==> src/rtl/keypad_pkg.sv <==
// rtl/keypad_pkg.sv - shared types and constants for the keypad scanner
package keypad_pkg;

  localparam int KEY_W    = 4;
  localparam int NUM_COLS = 4;
  localparam int NUM_ROWS = 4;

  localparam logic [NUM_COLS-1:0] COL_IDLE = 4'b1110;

  typedef enum logic [1:0] {IDLE, PRESSED, BLOCKED} state_e;

  typedef enum logic [1:0] {NONE, SINGLE, MULTI} scan_kind_e;

  typedef struct packed {
    scan_kind_e       kind;
    logic [KEY_W-1:0] code;
  } scan_result_t;

  // Active-low one-hot column drive for a column index.
  function automatic logic [NUM_COLS-1:0] col_drive(input logic [1:0] idx);
    return ~(NUM_COLS'(1) << idx);
  endfunction

endpackage

==> src/rtl/keypad_debounce.sv <==
// rtl/keypad_debounce.sv - full-scan candidate tracking with a saturating agreement counter
module keypad_debounce
  import keypad_pkg::*;
#(
  parameter int DEBOUNCE_SCANS = 4
) (
  input  logic             clk_i,
  input  logic             rst_ni,
  input  logic             scan_end_i,
  input  logic [1:0]       result_kind_i,
  input  logic [KEY_W-1:0] result_code_i,
  output logic [1:0]       cand_kind_o,
  output logic [KEY_W-1:0] cand_code_o,
  output logic             stable_o
);

  localparam int            CW      = $clog2(DEBOUNCE_SCANS + 1);
  localparam logic [CW-1:0] CNT_MAX = CW'(DEBOUNCE_SCANS);

  scan_result_t  cand_q, cand_d;
  logic [CW-1:0] cnt_q, cnt_d;
  logic          match;

  always_comb begin
    match    = (result_kind_i == cand_q.kind) && (result_code_i == cand_q.code);
    cand_d   = cand_q;
    cnt_d    = cnt_q;
    stable_o = 1'b0;
    if (scan_end_i) begin
      if (!match) begin
        cand_d = '{kind: scan_kind_e'(result_kind_i), code: result_code_i};
        cnt_d  = CW'(1);
      end else if (cnt_q != CNT_MAX) begin
        cnt_d = cnt_q + CW'(1);
      end
      // Strobe only on the transition into agreement, never while saturated.
      stable_o = (cnt_d == CNT_MAX) && (!match || (cnt_q != CNT_MAX));
    end
  end

  always_ff @(posedge clk_i or negedge rst_ni) begin
    if (!rst_ni) begin
      cand_q <= '{kind: NONE, code: '0};
      cnt_q  <= '0;
    end else begin
      cand_q <= cand_d;
      cnt_q  <= cnt_d;
    end
  end

  assign cand_kind_o = cand_d.kind;
  assign cand_code_o = cand_d.code;

endmodule

==> src/rtl/keypad_scanner.sv <==
// rtl/keypad_scanner.sv - 4x4 matrix keypad scanner with debounce and press-event generation
module keypad_scanner
  import keypad_pkg::*;
#(
  parameter int SCAN_DIV       = 25000,
  parameter int DEBOUNCE_SCANS = 4
) (
  input  logic       CLK,
  input  logic       RST,
  input  logic [3:0] row_in,
  output logic [3:0] col_out,
  output logic [3:0] keyin,
  output logic       key_valid,
  output logic       key_held,
  output logic       multi_key
);

  localparam int            TW        = $clog2(SCAN_DIV);
  localparam logic [TW-1:0] TICK_LAST = TW'(SCAN_DIV - 1);

  logic [NUM_ROWS-1:0] row_meta_q, row_sync_q;
  logic [TW-1:0]       tick_cnt_q, tick_cnt_d;
  logic                tick, scan_end;
  logic [1:0]          col_idx_q, col_idx_d;
  logic [NUM_COLS-1:0] col_q, col_d;

  logic [NUM_ROWS-1:0] col_hits;
  logic [2:0]          col_cnt, acc_sum;
  logic [1:0]          first_row;
  logic [1:0]          acc_cnt_q, acc_cnt_d, scan_cnt;
  logic [KEY_W-1:0]    acc_code_q, acc_code_d, scan_code;
  scan_result_t        scan_res;

  logic [1:0]          cand_kind;
  logic [KEY_W-1:0]    cand_code;
  logic                stable;

  state_e              state_q, state_d;
  logic [KEY_W-1:0]    keyin_q, keyin_d;
  logic                valid_q, valid_d;
  logic                held_q, held_d;
  logic                multi_q, multi_d;

  always_ff @(posedge CLK or negedge RST) begin
    if (!RST) begin
      row_meta_q <= '1;
      row_sync_q <= '1;
    end else begin
      row_meta_q <= row_in;
      row_sync_q <= row_meta_q;
    end
  end

  always_comb begin
    tick       = (tick_cnt_q == TICK_LAST);
    scan_end   = tick && (col_idx_q == 2'(NUM_COLS - 1));
    tick_cnt_d = tick ? '0 : tick_cnt_q + TW'(1);
    col_idx_d  = tick ? col_idx_q + 2'd1 : col_idx_q;
    col_d      = tick ? col_drive(col_idx_d) : col_q;
  end

  always_ff @(posedge CLK or negedge RST) begin
    if (!RST) begin
      tick_cnt_q <= '0;
      col_idx_q  <= '0;
      col_q      <= COL_IDLE;
    end else begin
      tick_cnt_q <= tick_cnt_d;
      col_idx_q  <= col_idx_d;
      col_q      <= col_d;
    end
  end

  // Descending loop so the lowest pressed row wins within the column.
  always_comb begin
    col_hits  = ~row_sync_q;
    col_cnt   = '0;
    first_row = '0;
    for (int r = NUM_ROWS - 1; r >= 0; r--) begin
      if (col_hits[r]) first_row = 2'(r);
      col_cnt = col_cnt + 3'(col_hits[r]);
    end
    acc_sum   = 3'(acc_cnt_q) + col_cnt;
    scan_cnt  = (acc_sum >= 3'd2) ? 2'd2 : acc_sum[1:0];
    scan_code = ((acc_cnt_q == 2'd0) && (col_hits != '0)) ? {first_row, col_idx_q} : acc_code_q;

    scan_res = '{kind: NONE, code: '0};
    if (scan_cnt == 2'd1) begin
      scan_res = '{kind: SINGLE, code: scan_code};
    end else if (scan_cnt == 2'd2) begin
      scan_res = '{kind: MULTI, code: '0};
    end

    acc_cnt_d  = acc_cnt_q;
    acc_code_d = acc_code_q;
    if (scan_end) begin
      acc_cnt_d  = '0;
      acc_code_d = '0;
    end else if (tick) begin
      acc_cnt_d  = scan_cnt;
      acc_code_d = scan_code;
    end
  end

  always_ff @(posedge CLK or negedge RST) begin
    if (!RST) begin
      acc_cnt_q  <= '0;
      acc_code_q <= '0;
    end else begin
      acc_cnt_q  <= acc_cnt_d;
      acc_code_q <= acc_code_d;
    end
  end

  keypad_debounce #(
    .DEBOUNCE_SCANS(DEBOUNCE_SCANS)
  ) u_debounce (
    .clk_i        (CLK),
    .rst_ni       (RST),
    .scan_end_i   (scan_end),
    .result_kind_i(scan_res.kind),
    .result_code_i(scan_res.code),
    .cand_kind_o  (cand_kind),
    .cand_code_o  (cand_code),
    .stable_o     (stable)
  );

  always_ff @(posedge CLK or negedge RST) begin
    if (!RST) begin
      state_q <= IDLE;
      keyin_q <= '0;
      valid_q <= 1'b0;
      held_q  <= 1'b0;
      multi_q <= 1'b0;
    end else begin
      state_q <= state_d;
      keyin_q <= keyin_d;
      valid_q <= valid_d;
      held_q  <= held_d;
      multi_q <= multi_d;
    end
  end

  always_comb begin
    state_d = state_q;
    if (stable) begin
      case (state_q)
        IDLE: begin
          if (cand_kind == SINGLE)     state_d = PRESSED;
          else if (cand_kind == MULTI) state_d = BLOCKED;
        end
        PRESSED: begin
          if (cand_kind == NONE)       state_d = IDLE;
          else if (cand_kind == MULTI) state_d = BLOCKED;
        end
        BLOCKED: begin
          if (cand_kind == NONE)       state_d = IDLE;
        end
        default: state_d = IDLE;
      endcase
    end
  end

  // Rollover in PRESSED and singles in BLOCKED are deliberately ignored.
  always_comb begin
    keyin_d = keyin_q;
    valid_d = 1'b0;
    held_d  = held_q;
    multi_d = multi_q;
    if (stable) begin
      case (state_q)
        IDLE: begin
          if (cand_kind == SINGLE) begin
            keyin_d = cand_code;
            valid_d = 1'b1;
            held_d  = 1'b1;
          end else if (cand_kind == MULTI) begin
            multi_d = 1'b1;
          end
        end
        PRESSED: begin
          if (cand_kind == NONE) begin
            held_d = 1'b0;
          end else if (cand_kind == MULTI) begin
            held_d  = 1'b0;
            multi_d = 1'b1;
          end
        end
        BLOCKED: begin
          if (cand_kind == NONE) multi_d = 1'b0;
        end
        default: begin
          held_d  = 1'b0;
          multi_d = 1'b0;
        end
      endcase
    end
  end

  assign col_out   = col_q;
  assign keyin     = keyin_q;
  assign key_valid = valid_q;
  assign key_held  = held_q;
  assign multi_key = multi_q;

endmodule

==> config.mk <==
export PLATFORM = sky130hd
export DESIGN_NAME = keypad_scanner
export DESIGN_NICKNAME = d
export VERILOG_FILES = /design/src/rtl/keypad_pkg.sv /design/src/rtl/keypad_debounce.sv /design/src/rtl/keypad_scanner.sv
export SDC_FILE = /design/constraint.sdc
export NUM_CORES = 1
export LEC_CHECK = 0
export ABC_AREA = 1
export CORE_UTILIZATION = 49
export DETAILED_ROUTE_END_ITERATION = 12
export PLACE_DENSITY_LB_ADDON = 0.3
export SKIP_LAST_GASP = 1
export SYNTH_ARGS = -nofsm -noshare
export SYNTH_HDL_FRONTEND = slang
export SYNTH_HIERARCHICAL = 1
export SYNTH_SLANG_ARGS = --single-unit
==> constraint.sdc <==
create_clock -name CLK -period 5.5 [get_ports CLK]
set_clock_uncertainty 0.05 [all_clocks]
set_input_delay 1.65 -clock CLK [delete_from_list [all_inputs] [get_ports CLK]]
set_output_delay 1.65 -clock CLK [all_outputs]
set_load 0.005 [all_outputs]
==> results of run 1 <==
[final cells by class]
type / count / area, um2
Multi-Input combinational cell: 245 / 1210
Fill cell: 474 / 2180
Clock inverter: 2 / 13.8
Clock buffer: 6 / 72.6
Inverter: 46 / 174
Sequential cell: 53 / 1340
Timing Repair Buffer: 17 / 163
Tap cell: 70 / 87.6
[flip-flops by register name, summed over array words and instances (netlist names)]
signal and flops:
state_q 2, u_debounce/cnt_q 3, key_held 1, row_sync_q 4, col_out 4, tick_cnt_q 15, multi_key 1, acc_cnt_q 2
key_valid 1, row_meta_q 4, col_idx_q 2, u_debounce/cand_q 6, keyin 4, acc_code_q 4
[metrics by stage]
step	cells	utilization, %	cell area, um2
after floorplan	347	-	2740
after global placement	431	56.8	2970
after detailed placement	431	56.8	2970
after CTS	439	58.4	3060
after global routing	439	58.4	3060
final	439	58.4	3060
[cell usage after synthesis, drive strengths merged, types with 2 or more instances]
master    n
and2      3
dfrtp    42
nor3      2
nand2   118
nand3    18
inv      45
ha        5
nor2     57
fa        3
xor2      7
a21oi     2
o21ai    17
buf       2
xnor2     3
dfstp    11
nand4     6
[how the worst min path moves through the flow]
stage,from,to,slack [ps],cells past startpoint
6_report,row_meta_q[1],row_sync_q[1],310,0
5_1_grt,row_meta_q[3],row_sync_q[3],310,0
4_1_cts,row_meta_q[3],row_sync_q[3],310,0
3_3_place_gp,row_meta_q[2],row_sync_q[2],300,0
2_1_floorplan,row_meta_q[0],row_sync_q[0],300,0
3_5_place_dp,row_meta_q[3],row_sync_q[3],300,0
[power groups by stage]
| stage | Combinational [uW] | Clock, uW | Sequential (uW) |
|---|---|---|---|
| after floorplan | 17.0 | 0 | 404 |
| after CTS | 32.3 | 229 | 397 |
| after detailed placement | 32.3 | 0 | 404 |
| after global routing | 36.7 | 242 | 397 |
| after global placement | 31.2 | 0 | 404 |
| final | 31.1 | 220 | 397 |
[cell families (layout without fill, tap and decap cells)]
kind of cell	after synthesis	in the layout	share of synthesized area [%]
adder cells (fa/ha/maj)	8	8	4.47
flip-flops	53	53	48.8
AND/OR/NAND/NOR	206	206	32.2
buffers and inverters	49	71	7.07
XOR/XNOR	10	10	3.19
AO/OA/AOI/OAI	21	21	4.20
[routing by layer]
| layer | vias to the layer above | global-route usage [%] | share of wire [%] |
|---|---|---|---|
| met2 | 23 | 29.1 | 45 |
| met4 | 0 | 6.92 | 1.5 |
| met5 | - | 0 | 0 |
| li1 | 1102 | - | - |
| met1 | 970 | 24.2 | 51 |
| met3 | 6 | 3.57 | 2.6 |
==> results.yml, run 1 <==
routing:
  num_vias: 2101
  ant_nets: 0
  drc_errors: 0
  drt_iter0_drc: 119
  routedWlPerCell_um: 10.9
  dr.pass1.iters: 4
  avgViaCountPerCell: 4.79
  wl_um: 4800
worst_setup_path:
  worst_r2r_endpoint: "keyin[0]"
  worstSetupStartpointType: "flop"
  cp_num_buf_inv: 5
  max_stage_delay_ps: 560
  crit_required_ps: 5700
  endpoint_kind: "flop"
  worst-path-stages: 20
  path_cells: "inv_1 > fa_1 > inv_1 > fa_1 > inv_1 > fa_1 > nor2_1 > inv_1 > nor2_1 > a21boi_0 > nand2_1 > nand2_1 > nand2_1 > nor2_2 > nand3_1 > nor2_1 > nand4_1 > inv_1 > nand2_1 > nand2_1"
  cp-startpoint: "row_sync_q[0]"
  crit_type: "reg -> reg"
  endpoint: "keyin[0]"
  crit_fanout: 7
  cpMaxStageDelayCell: "dfstp_2"
  worst_ep_arrival_time_ps: 4480
  r2r_slack_ps: 1230
  crit_family: "simple AND/OR/NAND/NOR gates"
  regToRegStartpoint: "row_sync_q[0]"
  rr_worst_depth: 20
yosys:
  synth.yosys.seq_area_share_pct: 48.8
  syn-cell-area_um2: 2740
  yosysTopAreaCell: "dfrtp_1"
  syn_nets: 361
  synth_top_area_share_pct: 38.3
  synth.avg_cell_area_um2: 7.91
  ys_seq_elements: 53
  synth_edf_count: 0
  syn_inst: 347
  synth.distinct_cells: 30
  async_flop_share_pct: 100
  yosys-top-cells-area: "dfrtp_1 (38%), nand2_1 (15%), dfstp_2 (11%)"
  yosys_warnings: 6
  ys.flop_type: "dfrtp_1"
sta:
  hold_violations: 0
  final.setup.worst_slack_ps: 1230
  period_minus_slack_ps: 4270
  rsz0062_at_grt: "no"
  setup_viol: 0
  worst_pin_slew_ps: 681
  timing.slew.headroom_pct: 54.5
  final_max_slew_viol_count: 0
  fmax_mhz: 234
  whs_ps: 310
  tns_ps: 0
  min_period_over_period_pct: 77.7
global_route:
  grt_pass1_vias: 1939
  grt_pass1_wl_um: 8460
  overflow: 0
  grt_use_total_pct: 18.2
  antenna_found_initial: 0
  grt_max_degree: 54
clock_network:
  clock-sinks: 53
  cts_tree: "done"
  cts.clk_slew.worst_paths_ps: 100
  cts_buffers: 5
  ctsResizeCount: 0
  htree_levels: 2
  cts_setup_buffers: 0
  ctsHoldBuffers: 0
  cts_root_buf: "clkbuf_8"
  ctsLongestPathBuffers: 2
  clk_latency_ps: 300
floorplanning:
  pin_count: 17
  core-area_um2: 5240
  die_h_um: 76.8
  initial_core_util_pct: 52.4
  fp.dieW_um: 76.8
  die-area_um2: 5900
  rows: 26
cells_and_area:
  area_growth_pct: 11.5
  layout_commonest_cell: "nand2_1"
  drive_above_1_share_pct: 10.3
  layout_common_cells: "nand2_1 (113), nor2_1 (49), inv_1 (42), dfrtp_1 (42), nand3_1 (18)"
  antennaDiodeCount: 0
  nNetsFinal: 382
power:
  net-switching-power_uw: 151
  ir_drop_mv: 0.160
  p_comb_share_pct: 4.8
  total_power_uw: 648
  power_frac_clock_pct: 33.9
  p_leak_uw: 0.00154
  pwr-share-seq_pct: 61.3
  intPower_uw: 496
  power.share.switching_pct: 23.3
  power_density_nw_per_um2: 212
placement:
  dpl.hpwl_um: 3500
  gp_congestion: 0.892
  io_buffers: 16
  dpl_worst_slack_ps: 1200
job:
  max_cap_violations: 0
min_path:
  holdCritPathClass: "reg -> reg"
outcome:
  status: "complete, no violations"
Note: power is estimated with default switching activity, not from simulation.
==> run 2: changes to the inputs <==
Clock period 5.5 ns to 4 ns, I/O delays scaled along.
==> results.yml, run 2 (synthesis gave the netlist of run 1 again) <==
worst_setup_path:
  endpoint_kind: "flop"
  crit_required_ps: 4180
  r2r_slack_ps: 180
  worst_path_most_repeated_cell: "inv_2"
  crit_family: "adder cells"
  cpMaxStageDelayCell: "dfstp_2"
  crit_fanout: 5
  worst_ep_arrival_time_ps: 4000
  worstSetupStartpointType: "flop"
  cp-startpoint: "row_sync_q[3]"
  path_cells: "inv_2 > fa_1 > inv_2 > fa_2 > inv_2 > fa_1 > nor2_1 > inv_1 > nor2_2 > buf_6 > and2_4 > xnor2_2 > nand2_2 > nor2_4 > nand4_1 > nor2_2 > o21ai_0 > nand2_1 > nand4_1 > o21ai_0"
  max_stage_delay_ps: 550
  cp_num_buf_inv: 5
  regToRegStartpoint: "row_sync_q[3]"
  worst_r2r_endpoint: "state_q[1]"
  crit_type: "reg -> reg"
  rr_worst_depth: 20
power:
  ir_drop_mv: 0.211
  net-switching-power_uw: 230
  p_leak_uw: 0.00160
  power_density_nw_per_um2: 290
  power.share.switching_pct: 24.6
  pwr-share-seq_pct: 58.4
  intPower_uw: 705
  p_comb_share_pct: 7.1
  total_power_uw: 935
  power_frac_clock_pct: 34.6
sta:
  tns_ps: 0
  final_max_slew_viol_count: 0
  setup_viol: 0
  final.setup.worst_slack_ps: 182
  min_period_over_period_pct: 95.5
  worst_pin_slew_ps: 1030
  period_minus_slack_ps: 3820
  whs_ps: 312
  timing.slew.headroom_pct: 31.2
  fmax_mhz: 262
  hold_violations: 0
routing:
  drc_errors: 0
  wl_um: 5240
  ant_nets: 0
  drt_iter0_drc: 155
  dr.pass1.iters: 4
  avgViaCountPerCell: 4.85
  num_vias: 2177
  routedWlPerCell_um: 11.7
cells_and_area:
  drive_above_1_share_pct: 17.9
  layout_commonest_cell: "nand2_1"
  nNetsFinal: 392
  reg.largest.list: "tick_cnt_q: 15 flops, u_debounce/cand_q: 6 flops"
  largest_reg_flops: 15
  largest_register: "tick_cnt_q"
  layout_common_cells: "nand2_1 (110), nor2_1 (47), dfrtp_1 (42)"
  final_util_pct: 61.4
  antennaDiodeCount: 0
  area_growth_pct: 17.3
floorplanning:
  die-area_um2: 5900
  fp.dieW_um: 76.8
  core-area_um2: 5240
  pin_count: 17
  rows: 26
  die_h_um: 76.8
  initial_core_util_pct: 52.4
global_route:
  grt_max_degree: 49
  grt_pass1_vias: 2115
  overflow: 0
  grt_pass1_wl_um: 8830
  antenna_found_initial: 0
  grt_use_total_pct: 19.1
clock_network:
  ctsLongestPathBuffers: 2
  cts_root_buf: "clkbuf_8"
  clock-sinks: 53
  ctsHoldBuffers: 0
  cts.clk_slew.worst_paths_ps: 110
  cts_buffers: 5
  clk_latency_ps: 310
  htree_levels: 2
  cts_tree: "done"
min_path:
  hold_path_depth: 0
  holdCritPathClass: "reg -> reg"
  hp-start: "row_meta_q[1]"
  hold-path-endpoint: "row_sync_q[1]"
placement:
  dpl_worst_slack_ps: -88.4
  dpl.hpwl_um: 3640
  gp_congestion: 0.872
  io_buffers: 16
outcome:
  status: "complete, no violations"
job:
  max_cap_violations: 0
## run 2: metal layers
layer	vias up	track usage (%)	part of all wire, %
met5	-	0	0
li1	1132	-	-
met2	49	31.6	48
met1	992	24.4	47
met3	4	3.21	3.9
met4	0	8.65	0.88
## run 2: cell type report
cell class | count | area (um2)
Timing Repair Buffer | 27 | 245
Clock inverter | 3 | 28.8
Tap cell | 70 | 87.6
Inverter | 46 | 179
Sequential cell | 53 | 1340
Fill cell | 485 | 2020
Multi-Input combinational cell | 245 | 1270
Clock buffer | 5 | 68.8
## run 2: worst max path at each step
stage	depth (start not counted)	endpoint
after floorplan	20	keyin[1]
after global placement	20	keyin[1]
after detailed placement	20	keyin[1]
after CTS	20	state_q[1]
after global routing	21	keyin[1]
final	20	state_q[1]
## run 2: stage by stage
| stage | instance area [um2] | std cells |
|---|---|---|
| 2_1_floorplan | 2740 | 347 |
| 3_3_place_gp | 3000 | 434 |
| 3_5_place_dp | 3000 | 434 |
| 4_1_cts | 3100 | 443 |
| 5_1_grt | 3220 | 449 |
| 6_report | 3220 | 449 |
## run 2: repair_timing
| item | in CTS | in global routing |
|---|---|---|
| cloned | 0 | 0 |
| gates resized for setup | 3 | 22 |
| endpoints found under the setup margin | 6 | 9 |
| pin swaps | 1 | 12 |
| setup buffers | 1 | 6 |
## run 2: power by group through the flow
stage	clock network [uW]	registers [uW]	logic (uW)
after global placement	0	556	48.6
after floorplan	0	555	23.3
after global routing	358	547	74.2
final	323	546	65.9
after detailed placement	0	556	50.9
after CTS	338	546	50.8
